--- src/rtl/alarm_annunciator.sv ---
// Alarm annunciator: turns the alarm controller's state code and alarm bit into
// registered LED, chirp, countdown, siren and strobe drive with ack-to-silence.
module alarm_annunciator #(
  parameter int TICK_DIV    = 1000,
  parameter int ENTRY_TICKS = 10,
  parameter int SIREN_HALF  = 4
) (
  input  logic       clk,
  input  logic       rst_n,
  input  logic [1:0] state_in,
  input  logic       alarm_in,
  input  logic       ack,
  output logic       arm_led,
  output logic       buzzer,
  output logic [3:0] countdown,
  output logic       siren,
  output logic       strobe,
  output logic       silenced
);

  localparam int PS_W = (TICK_DIV > 2) ? $clog2(TICK_DIV) : 1;
  localparam int SH_W = (SIREN_HALF > 1) ? $clog2(SIREN_HALF) : 1;

  typedef enum logic [2:0] {IDLE, ARMED_IND, ENTRY, SOUNDING, SILENCED} state_t;

  state_t          state, next_state;
  logic [PS_W-1:0] prescale;
  logic            tick;
  logic            ack_q, ack_rise;
  logic [SH_W-1:0] siren_cnt, siren_cnt_d;
  logic [1:0]      phase, phase_d;
  logic            arm_led_d, buzzer_d, siren_d, strobe_d, silenced_d;
  logic [3:0]      countdown_d;

  assign tick     = (prescale == PS_W'(TICK_DIV - 1));
  assign ack_rise = ack & ~ack_q;

  always_ff @(posedge clk or negedge rst_n) begin
    if (!rst_n) begin
      prescale <= '0;
      ack_q    <= 1'b0;
    end else begin
      prescale <= tick ? '0 : prescale + 1'b1;
      ack_q    <= ack;
    end
  end

  // Code 11 with alarm low holds the current state to ride out the controller's alarm lag.
  always_comb begin
    next_state = state;
    case (state_in)
      2'b00: next_state = IDLE;
      2'b01: next_state = ARMED_IND;
      2'b10: next_state = ENTRY;
      default: begin
        if (state == SOUNDING && ack_rise)
          next_state = SILENCED;
        else if (alarm_in && state != SILENCED)
          next_state = SOUNDING;
      end
    endcase
  end

  always_comb begin
    arm_led_d   = arm_led;
    buzzer_d    = buzzer;
    countdown_d = countdown;
    siren_d     = siren;
    strobe_d    = strobe;
    silenced_d  = silenced;
    siren_cnt_d = siren_cnt;
    phase_d     = phase;
    if (next_state != state) begin
      arm_led_d   = 1'b0;
      buzzer_d    = 1'b0;
      countdown_d = 4'd0;
      siren_d     = 1'b0;
      strobe_d    = 1'b0;
      silenced_d  = 1'b0;
      siren_cnt_d = '0;
      phase_d     = 2'd0;
      case (next_state)
        ARMED_IND: arm_led_d = 1'b1;
        ENTRY: begin
          countdown_d = 4'(ENTRY_TICKS);
          buzzer_d    = 1'b1;
          arm_led_d   = 1'b1;
        end
        SOUNDING: begin
          arm_led_d = 1'b1;
          siren_d   = 1'b1;
          strobe_d  = 1'b1;
        end
        // Silencing keeps the strobe running on its existing phase.
        SILENCED: begin
          arm_led_d  = 1'b1;
          silenced_d = 1'b1;
          phase_d    = phase;
          strobe_d   = strobe;
        end
        default: ;
      endcase
    end else if (tick) begin
      case (state)
        ENTRY: begin
          arm_led_d = ~arm_led;
          buzzer_d  = (countdown > 4'd1) ? ~buzzer : 1'b0;
          if (countdown != 4'd0)
            countdown_d = countdown - 4'd1;
        end
        SOUNDING: begin
          phase_d  = phase + 2'd1;
          strobe_d = (phase == 2'd3);
          if (siren_cnt == SH_W'(SIREN_HALF - 1)) begin
            siren_d     = ~siren;
            siren_cnt_d = '0;
          end else begin
            siren_cnt_d = siren_cnt + 1'b1;
          end
        end
        SILENCED: begin
          phase_d  = phase + 2'd1;
          strobe_d = (phase == 2'd3);
        end
        default: ;
      endcase
    end
  end

  always_ff @(posedge clk or negedge rst_n) begin
    if (!rst_n) begin
      state     <= IDLE;
      arm_led   <= 1'b0;
      buzzer    <= 1'b0;
      countdown <= 4'd0;
      siren     <= 1'b0;
      strobe    <= 1'b0;
      silenced  <= 1'b0;
      siren_cnt <= '0;
      phase     <= 2'd0;
    end else begin
      state     <= next_state;
      arm_led   <= arm_led_d;
      buzzer    <= buzzer_d;
      countdown <= countdown_d;
      siren     <= siren_d;
      strobe    <= strobe_d;
      silenced  <= silenced_d;
      siren_cnt <= siren_cnt_d;
      phase     <= phase_d;
    end
  end

endmodule

--- config.mk ---
export PLATFORM = sky130hd
export DESIGN_NAME = alarm_annunciator
export DESIGN_NICKNAME = d
export VERILOG_FILES = /design/src/rtl/alarm_annunciator.sv
export SDC_FILE = /design/constraint.sdc
export NUM_CORES = 1
export LEC_CHECK = 0
export BUFFER_PORTS_ARGS = -buffer_cell sky130_fd_sc_hd__buf_2
export CAP_MARGIN = 5
export CELL_PAD_IN_SITES_DETAIL_PLACEMENT = 1
export CELL_PAD_IN_SITES_GLOBAL_PLACEMENT = 2
export CORE_AREA = 8 8 88 90
export DETAILED_ROUTE_END_ITERATION = 16
export DIE_AREA = 0 0 96 98
export PLACE_DENSITY_LB_ADDON = 0.1
export RECOVER_POWER = 100
export SETUP_SLACK_MARGIN = 0.3
export SLEW_MARGIN = 20
export SYNTH_ARGS = -nofsm -noshare
export SYNTH_HDL_FRONTEND = slang
export SYNTH_SLANG_ARGS = --single-unit
--- constraint.sdc ---
create_clock -name clk -period 4.1 [get_ports clk]
set_clock_uncertainty 0.05 [all_clocks]
set_input_delay 0.615 -clock clk [delete_from_list [all_inputs] [get_ports clk]]
set_output_delay 0.615 -clock clk [all_outputs]
set_load 0.03 [all_outputs]
# ---- Word-level counts from Yosys, hierarchy flattened
# Cells that the tools add are included.
dict set report totals {
  regBits 27
  inputBits 6
  wordCells 89
}
dict set report op_classes {
  n_addsub 4
  n_lt_le_gt_ge 1
  n_eq_ne 15
  muxes 36
  bitwise_logic 5
  n_reduce_logical 17
}
# cell count
set ops {}
lappend ops {{two-way mux 4 bit} 5}
lappend ops {{two-way mux 1 bit} 18}
lappend ops {{two-way mux 2 bit} 8}
lappend ops {{== test 3 x 2 -> 1 bit, second input constant} 4}
lappend ops {{nonzero test 2 bit} 6}
lappend ops {{adder 10 x 1 -> 10 bit, second input constant} 1}
lappend ops {{== test 10 bit, second input constant} 1}
lappend ops {{two-way mux 10 bit} 1}
lappend ops {{case mux 3 bit (3 select lines)} 1}
lappend ops {{AND reduction 3 bit} 3}
lappend ops {{== test 2 bit, second input constant} 3}
lappend ops {{== test 3 bit, second input constant} 2}
lappend ops {{two-way mux 3 bit} 2}
lappend ops {{adder 2 x 1 -> 2 bit, second input constant} 2}
lappend ops {{> comparator 4 x 1 -> 1 bit, second input constant} 1}
lappend ops {{inverter 1 bit} 4}
lappend ops {{AND reduction 2 bit} 2}
lappend ops {{nonzero test 4 bit} 1}
lappend ops {{OR reduction 4 bit} 1}
lappend ops {{subtractor 4 x 1 -> 4 bit, second input constant} 1}
lappend ops {{== test 3 x 1 -> 1 bit, second input constant} 1}
lappend ops {{inequality test 3 bit} 1}
lappend ops {{inequality test 3 bit, second input constant} 1}
lappend ops {{== test 2 x 1 -> 1 bit, second input constant} 1}
lappend ops {{other kinds (6)} 7}

# ---- Longest topological paths before layout
# Gate-level depths: netlist of run 1.
dict set report logic_depth {
  depth_word 9
  ltp_mapped 7
}

# ---- Worst setup path before layout of run 1
# Ideal clock, no wire load.
dict set report synth_timing {
  path_type {input -> register}
  from {in state_in[0]}
  to {reg strobe}
  setup_time_ns 0.126
  arrival_ns 1.604
  required_ns 3.924
  setup_slack_ns 2.320
  path_stages 5
  path_buffers 0
  cell_sequence {or2_2 -> a31oi_1 -> o22ai_2 -> o211a_1 -> a221o_1}
}
dict set report synth_via {
  elab_chain_len 5
  word_cells_on_any_way 13
  cone_classes {eq/ne: 6; mux: 3; reduce/logical: 4}
}
# element line
set synth_lines {}
lappend synth_lines {{from (decl)} 10} ;# input logic [1:0] state_in,
lappend synth_lines {{== test 2 bit, or another cell as far along} 51} ;# case (state_in)
lappend synth_lines {{case mux 3 bit (3 select lines) (*)} 51}
lappend synth_lines {{== test 3 bit, or another cell as far along} 82} ;# case (next_state)
lappend synth_lines {{case mux 1 bit (2 select lines), or another cell as far along} 82}
lappend synth_lines {{two-way mux 1 bit or AND reduction 3 bit (tied branches)} -}
lappend synth_lines {{to (signal assigned)} 147} ;# strobe <= strobe_d;
lappend synth_lines {{to (decl)} 17} ;# output logic strobe,
# Every way passes the cells marked *; elsewhere a longest branch is shown, timed or not.
# A chain may end at the register's enable or synchronous reset.

# ---- Worst setup path in the final report of run 1
dict set report layout_timing {
  from {reg state[2]}
  to {reg strobe}
}
dict set report layout_via {
  elab_chain_len 8
  word_cells_on_any_way 18
  cone_classes {eq/ne: 7; mux: 5; reduce/logical: 6}
}
# element line
set layout_lines {}
lappend layout_lines {{from (decl)} 26} ;# state_t state, next_state;
lappend layout_lines {{from (signal assigned)} 142} ;# state <= next_state;
lappend layout_lines {{inequality test 3 bit} 58} ;# else if (alarm_in && state != SILENCED)
lappend layout_lines {{logical AND 1 bit} 58}
lappend layout_lines {{two-way mux 3 bit} 58}
lappend layout_lines {{two-way mux 3 bit} 56} ;# if (state == SOUNDING && ack_rise)
lappend layout_lines {{case mux 3 bit (3 select lines)} 51}
lappend layout_lines {{== test 3 bit, or another cell as far along} 82}
lappend layout_lines {{case mux 1 bit (2 select lines), or another cell as far along} 82}
lappend layout_lines {{two-way mux 1 bit or AND reduction 3 bit (tied branches)} -}
# Several ways; a longest one is shown, not always the timed one.

==> metrics.csv, run 1 <==
metric,value,unit
period utilisation layout,70.8,%
setup TNS,0,ns
Post-Synth Adder-Cell Area,4.91,%
fmax,0.344,GHz
GPL Wtd Cong,0.704,
worst skew pair latency,0.28,ns
Slowest cell on crit path,o22ai_1,
top_reg_cell synth,dfrtp_1,
Netlist Area Pre-Place,1530,um^2
Syn Inst Count,147,
Pint,376,uW
Total Power,538,uW
total CTS buffers,3,
"Slew Viols, Final",28,
XOR/XNOR Fraction of Synth Area,8.60,%
Rows,30,
Gate power share,16.8,%
DIE WIDTH,96,um
Layout area overhead,9.34,%
die height,98,um
Layout fillers,746,
main combinational cell family by area after synthesis,simple AND/OR/NAND/NOR gates,
antenna cells,0,
status,"complete, but fails checks",
violated checks,"capacitance limit, slew limit",
PD cells,322,nW/um^2
clk sinks,27,
hold depth,1,
vias in the first global route,1187,
vias per cell,4.51,
post-synthesis simple-gate area fraction,18.5,%
Worst Path Arrival,3.03,ns
GRT Residual Overflow,0,
Port Buf Inserts,14,
largest net degree at the start of global routing,28,
synth top area cells,"dfrtp_1 44%, ha_1 4.9%, xor2_1 4.6%, xnor2_1 4.0%, nor2_1 3.9%",
Hold Crit Class,in2reg,
Worst EP required,4.22,ns
first-pass GRT wire length,6270,um
"commonest non-fill, non-tap cell in the layout",dfrtp_1,
fraction of registers with async set/reset,100,%
clk slew on worst S/H paths,0.10,ns
Syn Area/Cell,10.4,um^2
root buf cell,clkbuf_8,
net load switching power,163,uW
dpl cells,235,
Routed wire per std cell,15.0,um
sequential power share,53.4,%
CTS tree,built,
sequential area share after synthesis,44.2,%
maximum fanout along the worst path,14,
via count,1079,
final WL,3580,um
core area,6490,um^2
H-tree Lvls,1,
Slew @ Worst Pin,1.58,ns
Leak,0.698,nW
switching portion of total power,30.2,%
# setup viols final,0,
Die ar.,9410,um^2
Yosys warnings,0,
antenna violations before repair,0,
nature of the critical path startpoint,register,
Worst R2R Path Depth,5,
Max Cap Viol,1,
post-route antenna net violation count,0,
Clock Power Share,29.8,%
DR iter-0 viols,40,
clock buffer depth,2,
R2R setup slack,1.20,ns
Synth Area in Compound Gates,14.4,%
Remaining DRCs,0,
Worst slew margin,-5.16,%
Post-CTS Setup Repair Bufs,0,
top cell type by total area after synthesis,dfrtp_1,
net count after synthesis,159,
crit-path max cell delay,0.92,ns
DP HPWL,2610,um
I/O Pins,15,
final hold vios,0,
final non-filler cell total,239,
post-synth top area share,44.2,%
"EDFF count, synth",0,
mux cell area share after synthesis,5.00,%
initial core utilization,23.5,%
VDD IR max,0.000122,V
drt pass-1 iters,4,
Tmin final,2.90,ns
CTS hold repair buffers,0,
synthesized flop and latch total,27,
most frequent cells in the layout,"27 x dfrtp_1, 16 x nor2_1, 10 x clkbuf_1",
Yosys cell types,46,
post-CTS resize count,0,
gr usage total,8.48,%
CP endpoint kind,register,
RSZ-0062 raised after global routing,false,
worst-path cell chain,"and3b_1, a31oi_1, o22ai_1, o21ai_0, a221o_1",
Crit Path Category,reg2reg,
share of cells above drive strength 1,11.3,%
final net count,172,
-- cells by family after synthesis --
| kind of cell | after synthesis |
|---|---|
| fa+ha+maj | 6 |
| flops | 27 |
| xor+xnor | 15 |
| mux | 7 |
| compound gates | 30 |
| simple gates | 51 |
| buf+inv | 11 |
-- routing by layer --
layer / vias up / global-route usage [%] / share of wire, %
li1: 533 / - / -
met1: 527 / 11.7 / 50
met2: 14 / 12.7 / 46
met3: 5 / 1.46 / 2.9
met4: 0 / 3.20 / 1.6
met5: - / 0 / 0
-- per-stage QoR --
| step | instance area [um^2] | hold WS (ns) | setup slack (ns) | util [%] |
|---|---|---|---|---|
| final | 1670 | 0.400 | 1.20 | 25.7 |
| after floorplan | 1530 | 0.269 | 2.32 | - |
| after global placement | 1650 | 0.411 | 1.73 | 25.4 |
| after CTS | 1700 | 0.326 | 1.73 | 26.2 |
| after global routing | 1670 | 0.381 | 0.827 | 25.7 |
| after detailed placement | 1650 | 0.429 | 1.64 | 25.4 |
-- flip-flops by register name (all words and copies together), names as in the netlist --
signal	cells
strobe	1
state	3
phase	2
buzzer	1
siren_cnt	2
ack_q	1
countdown	4
siren	1
prescale	10
silenced	1
arm_led	1
-- worst max-delay path, delay by kind of cell, from the launching register on --
| family | cells | cell delay [ns] |
|---|---|---|
| flops | 1 | 0.50 |
| compound gates | 4 | 1.80 |
| simple gates | 1 | 0.44 |
-- power by group through the flow --
stage,Clock (mW),Combinational [mW],Sequential [mW]
3_5_place_dp,0,0.0979,0.293
2_1_floorplan,0,0.0548,0.306
5_1_grt,0.185,0.101,0.290
3_3_place_gp,0,0.0977,0.293
6_report,0.160,0.0904,0.288
4_1_cts,0.175,0.0984,0.288
-- cell usage after synthesis (2+ instances only) --
cell type,n
a21boi_0,3
a21oi_1,7
buf_2,2
buf_4,2
buf_6,2
dfrtp_1,27
ha_1,6
inv_1,5
mux2i_1,5
nand2_1,8
nand3_1,9
nor2_1,16
nor2b_1,3
o21a_1,2
o21ai_0,5
or2_2,2
xnor2_1,7
xor2_1,8
-- final timing paths --
| check | from | endpoint |
|---|---|---|
| max | state[2] | strobe |
| min | ack | ack_q |
| max reg2reg | state[2] | strobe |
| min reg2reg | prescale[0] | prescale[0] |
| max in group asynchronous | rst_n | prescale[5] |
| min in group asynchronous | rst_n | state[2] |
-- layout make-up --
class	instances	area, um^2	area share [%]
multi-input cells	109	769	46.1
flip-flops and latches	27	676	40.4
well taps	80	100	5.99
repair buffers	14	57.6	3.45
clock buffers	3	41.3	2.47
inverters	5	18.8	1.12
clock inverters	1	7.51	0.449
Note: power is estimated with default switching activity, not from simulation.
==> run 2, diff against run 1 <==
clock period = 2.3 ns   (was 4.1 ns; I/O delays follow)
==> metrics.csv, run 2 (same netlist as run 1, synthesis figures left out) <==
metric,value,unit,change
status,"complete, but fails checks",,unchanged
violated checks,"capacitance limit, slew limit",,unchanged
Worst slew margin,-1.88,%,was -5.16%
RSZ-0062 raised after global routing,true,,was false
R2R setup slack,0.33,ns,was 1.20 ns
CTS tree,built,,unchanged
fmax,0.508,GHz,was 0.344 GHz
Worst Path Arrival,2.10,ns,was 3.03 ns
clock buffer depth,2,,unchanged
Regs by FF count,"prescale: 10 flops, countdown: 4 flops, state: 3 flops",,unchanged
CP endpoint kind,register,,unchanged
die height,98,um,unchanged
Max Cap Viol,1,,unchanged
first-pass GRT wire length,6320,um,was 6270 um
Layout area overhead,13.8,%,was 9.34%
vias per cell,4.48,,was 4.51
"commonest non-fill, non-tap cell in the layout",dfrtp_1,,unchanged
Tmin final,1.97,ns,was 2.90 ns
post-route antenna net violation count,0,,unchanged
setup TNS,0,ns,unchanged
crit-path max cell delay,0.42,ns,was 0.92 ns
Top Layer Used,met4,,unchanged
nature of the critical path startpoint,register,,unchanged
Routed wire per std cell,15.0,um,about the same
"Slew Viols, Final",28,,unchanged
root buf cell,clkbuf_8,,unchanged
final hold vios,0,,unchanged
dpl cells,238,,was 235
worst skew pair latency,0.28,ns,about the same
WL met3,125,um,was 103 um
total CTS buffers,3,,unchanged
GRT Residual Overflow,0,,unchanged
Total Power,979,uW,was 538 uW
final net count,178,,was 172
gr usage total,8.57,%,was 8.48%
Leak,0.739,nW,was 0.698 nW
H-tree Lvls,1,,unchanged
final WL,3680,um,was 3580 um
Remaining DRCs,0,,unchanged
Critical Path Source,prescale[0],,was state[2]
VDD IR max,0.000247,V,was 0.000122 V
vias in the first global route,1195,,was 1187
clk slew on worst S/H paths,0.11,ns,was 0.10 ns
number of flip-flops in the largest register,10,,unchanged
I/O Pins,15,,unchanged
# setup viols final,0,,unchanged
antenna cells,0,,unchanged
hold_sp,ack,,unchanged
Place WS,0.253,ns,was 1.64 ns
Rows,30,,unchanged
final non-filler cell total,245,,was 239
period utilisation layout,85.7,%,was 70.8%
DIE WIDTH,96,um,unchanged
M1 WL,1850,um,was 1790 um
Port Buf Inserts,14,,unchanged
share of cells above drive strength 1,15.2,%,was 11.3%
clk sinks,27,,unchanged
drt pass-1 iters,4,,unchanged
Slowest cell on crit path,dfrtp_1,,was o22ai_1
setup slack after layout,0.330,ns,was 1.20 ns
initial core utilization,23.5,%,unchanged
Layout fillers,753,,was 746
Worst EP required,2.43,ns,was 4.22 ns
Crit Path Category,reg2reg,,unchanged
most frequent cells in the layout,"27 x dfrtp_1, 16 x nor2_1, 11 x clkbuf_1",,"was 27 x dfrtp_1, 16 x nor2_1, 10 x clkbuf_1"
CTS hold repair buffers,0,,unchanged
worst-path cell chain,"ha_1, nand4b_4, nor3_4, buf_4, and2b_1, o21ai_2, a221o_1",,"was and3b_1, a31oi_1, o22ai_1, o21ai_0, a221o_1"
reg-to-reg startpoint,prescale[0],,was state[2]
DP HPWL,2740,um,was 2610 um
via count,1098,,was 1079
PD cells,564,nW/um^2,was 322 nW/um^2
metal2 WL,1680,um,was 1630 um
GPL Wtd Cong,0.798,,was 0.704
Die ar.,9410,um^2,unchanged
Slew @ Worst Pin,1.53,ns,was 1.58 ns
DR iter-0 viols,37,,was 40
largest net degree at the start of global routing,28,,unchanged
Hold Crit Class,in2reg,,unchanged
critical path's top delay family,simple AND/OR/NAND/NOR gates,,was compound AO/OA/AOI/OAI gates
WP buf/inv,1,,was 0
maximum fanout along the worst path,4,,was 14
core area,6490,um^2,unchanged
final hold slack,0.130,ns,was 0.400 ns
antenna violations before repair,0,,unchanged
largest reg by FF count,prescale,,unchanged
==> run 2: per-layer routing <==
| metal | global-route usage (%) | vias to the layer above |
|---|---|---|
| met1 | 11.6 | 538 |
| met2 | 12.9 | 13 |
| met5 | 0 | - |
| met4 | 2.84 | 0 |
| met3 | 1.92 | 2 |
| li1 | - | 545 |
==> run 2: area by class of cell <==
cell class	count	area, um^2	area share [%]
clock buffer	3	41.3	2.38
inverter	5	18.8	1.08
tap	80	100	5.76
timing repair buffer	20	103	5.90
clock inverter	1	7.51	0.432
sequential	27	676	38.9
multi-input combinational	109	792	45.6
==> run 2: through the flow <==
step,area [um^2],util [%]
finish,1740,26.8
global route,1740,26.8
CTS,1740,26.8
detailed placement,1670,25.8
global placement,1670,25.8
floorplan,1530,-
==> run 2: worst register-to-register path, cell delays in order (launching register included) <==
cell and delay [ns]:
dfrtp_1 0.42, ha_1 0.30, nand4b_4 0.17, nor3_4 0.22, buf_4 0.14, and2b_1 0.15, o21ai_2 0.07, a221o_1 0.35
==> run 2: power by group <==
group          leakage [nW]  internal [mW]  switching, mW
registers             0.349          0.493         0.0203
clock network        0.0217          0.123          0.174
logic                 0.368         0.0581          0.110
==> run 2: final timing paths <==
| path | end | depth (start not counted) |
|---|---|---|
| setup / recovery | strobe | 7 |
| hold / removal | ack_q | 1 |
| setup reg to reg | strobe | 7 |
| hold reg to reg | prescale[9] | 1 |
| max in group asynchronous | countdown[0] | 1 |
| min in group asynchronous | strobe | 1 |
==> run 2: what timing repair did <==
action                                  CTS  global route
endpoints found under the setup margin    1             7
pin swaps                                 1             1
resized for setup                         1             5
setup buffers                             2             1
==> run 3, diff against run 2 <==
PLACE_DENSITY = 0.53   (was not set)
PLACE_DENSITY_LB_ADDON = not set   (was 0.1)
REMOVE_ABC_BUFFERS = 1   (was not set)
==> metrics.csv, run 3 (same netlist as run 1, synthesis figures left out) <==
metric,value,unit,change
VDD IR max,0.000202,V,was 0.000247 V
Crit Path Category,reg2reg,,unchanged
share of cells above drive strength 1,12.3,%,was 15.2%
clk slew on worst S/H paths,0.09,ns,was 0.11 ns
Tmin final,1.99,ns,was 1.97 ns
reg-to-reg startpoint,state[2],,was prescale[0]
Worst Path Arrival,2.09,ns,was 2.10 ns
met1 Use GR,10.2,%,was 11.6%
antenna cells,0,,unchanged
total CTS buffers,3,,unchanged
Post-CTS Setup Repair Bufs,0,,was 2
Util after Layout,26.3,%,was 26.8%
DP HPWL,2740,um,about the same
largest net degree at the start of global routing,28,,unchanged
"Slew Viols, Final",28,,unchanged
worst-path cell chain,"and3b_1, a31oi_1, o22ai_4, o21ai_2, a221o_1",,"was ha_1, nand4b_4, nor3_4, buf_4, and2b_1, o21ai_2, a221o_1"
hold_sp,ack,,unchanged
I/O Pins,15,,unchanged
Placed Instance Area,1680,um^2,was 1670 um^2
vias per cell,4.58,,was 4.48
Final Instance Area,1710,um^2,was 1740 um^2
most frequent cells in the layout,"27 x dfrtp_1, 16 x nor2_1, 14 x clkbuf_1",,"was 27 x dfrtp_1, 16 x nor2_1, 11 x clkbuf_1"
DIE WIDTH,96,um,unchanged
CTS tree,built,,unchanged
GRT Residual Overflow,0,,unchanged
CTS hold repair buffers,0,,unchanged
CP endpoint kind,register,,unchanged
post-route antenna net violation count,0,,unchanged
GPL Wtd Cong,0.773,,was 0.798
number of flip-flops in the largest register,10,,unchanged
"commonest non-fill, non-tap cell in the layout",dfrtp_1,,unchanged
Die ar.,9410,um^2,unchanged
Hold Crit Class,in2reg,,unchanged
Port Buf Inserts,14,,unchanged
setup TNS,0,ns,unchanged
Leak,0.713,nW,was 0.739 nW
Worst EP required,2.41,ns,was 2.43 ns
most used routing layer,met2,,unchanged
core area,6490,um^2,unchanged
final hold slack,0.147,ns,was 0.130 ns
Regs by FF count,"prescale: 10 flops, countdown: 4 flops, state: 3 flops",,unchanged
vias in the first global route,1260,,was 1195
Layout area overhead,11.6,%,was 13.8%
period utilisation layout,86.4,%,was 85.7%
via count,1113,,was 1098
clk sinks,27,,unchanged
met3 Use GR,1.61,%,was 1.92%
final non-filler cell total,243,,was 245
root buf cell,clkbuf_8,,unchanged
met2 usage,13.6,%,was 12.9%
# setup viols final,0,,unchanged
dpl cells,239,,was 238
final net count,176,,was 178
Slew @ Worst Pin,1.52,ns,was 1.53 ns
status,"complete, but fails checks",,unchanged
die height,98,um,unchanged
Worst slew margin,-1.05,%,was -1.88%
Max Cap Viol,1,,unchanged
nature of the critical path startpoint,register,,unchanged
first-pass GRT wire length,6210,um,was 6320 um
Slowest cell on crit path,dfrtp_1,,unchanged
fmax,0.503,GHz,was 0.508 GHz
Remaining DRCs,0,,unchanged
worst skew pair latency,0.27,ns,was 0.28 ns
DR iter-0 viols,39,,was 37
antenna violations before repair,0,,unchanged
PD cells,561,nW/um^2,was 564 nW/um^2
RSZ-0062 raised after global routing,true,,unchanged
crit-path max cell delay,0.49,ns,was 0.42 ns
initial core utilization,23.5,%,unchanged
largest reg by FF count,prescale,,unchanged
drt pass-1 iters,2,,was 4
Rows,30,,unchanged
maximum fanout along the worst path,10,,was 4
final WL,3500,um,was 3680 um
Routed wire per std cell,14.4,um,was 15.0 um
final hold vios,0,,unchanged
Critical Path Source,state[2],,was prescale[0]
violated checks,"capacitance limit, slew limit",,unchanged
clock buffer depth,2,,unchanged
H-tree Lvls,1,,unchanged
gr usage total,8.19,%,was 8.57%
run 3: cell types whose count changed in the layout (fill, tap and decap cells not counted):
cell	delta
nand4b_4	-1
buf_2	-1
buf_4	-2
o22ai_2	-1
clkbuf_1	+3
clkinvlp_4	-1
nand4b_1	+1
o22ai_4	+1
buf_6	-1
nand2_1	-1
nand2_2	+1
run 3: per-stage QoR:
stage	power [mW]	setup slack (ns)
after global placement	0.699	0.298
after detailed placement	0.701	0.209
after global routing	1.01	0.163
final	0.956	0.313
after floorplan	0.634	0.323
after CTS	0.978	0.328
run 3: metal layers:
layer / vias up / share of wire, %
li1: 541 / -
met1: 564 / 45
met2: 6 / 52
met3: 2 / 2.7
met4: 0 / 0.77
met5: - / 0
run 3: area by class of cell:
cell class,instances,area [um^2]
fillers,761,4790
multi-input cells,109,787
flip-flops and latches,27,676
well taps,80,100
repair buffers,18,78.8
clock buffers,4,45.0
inverters,5,18.8
run 3: power breakdown:
| group | switching, mW | internal [mW] |
|---|---|---|
| sequential | 0.0178 | 0.493 |
| clock | 0.146 | 0.124 |
| combinational | 0.114 | 0.0613 |
run 3: final timing paths:
kind	end	slack [ns]	cells past startpoint
setup / recovery	strobe	0.31	5
hold / removal	ack_q	0.15	1
setup reg to reg	strobe	0.31	5
hold reg to reg	prescale[0]	0.45	1
max in group asynchronous	prescale[5]	0.94	1
min in group asynchronous	state[0]	0.37	1
run 3: critical path: cells and delay by family, from the launching register on:
family,cells,cell delay (ns)
AO/OA/AOI/OAI,4,0.90
flip-flops,1,0.49
AND/OR/NAND/NOR,1,0.43
run 3: timing repair:
item / CTS / global route
gates resized for setup: 2 / 1
pin swaps: 1 / 1
setup endpoints to repair: 7 / 5
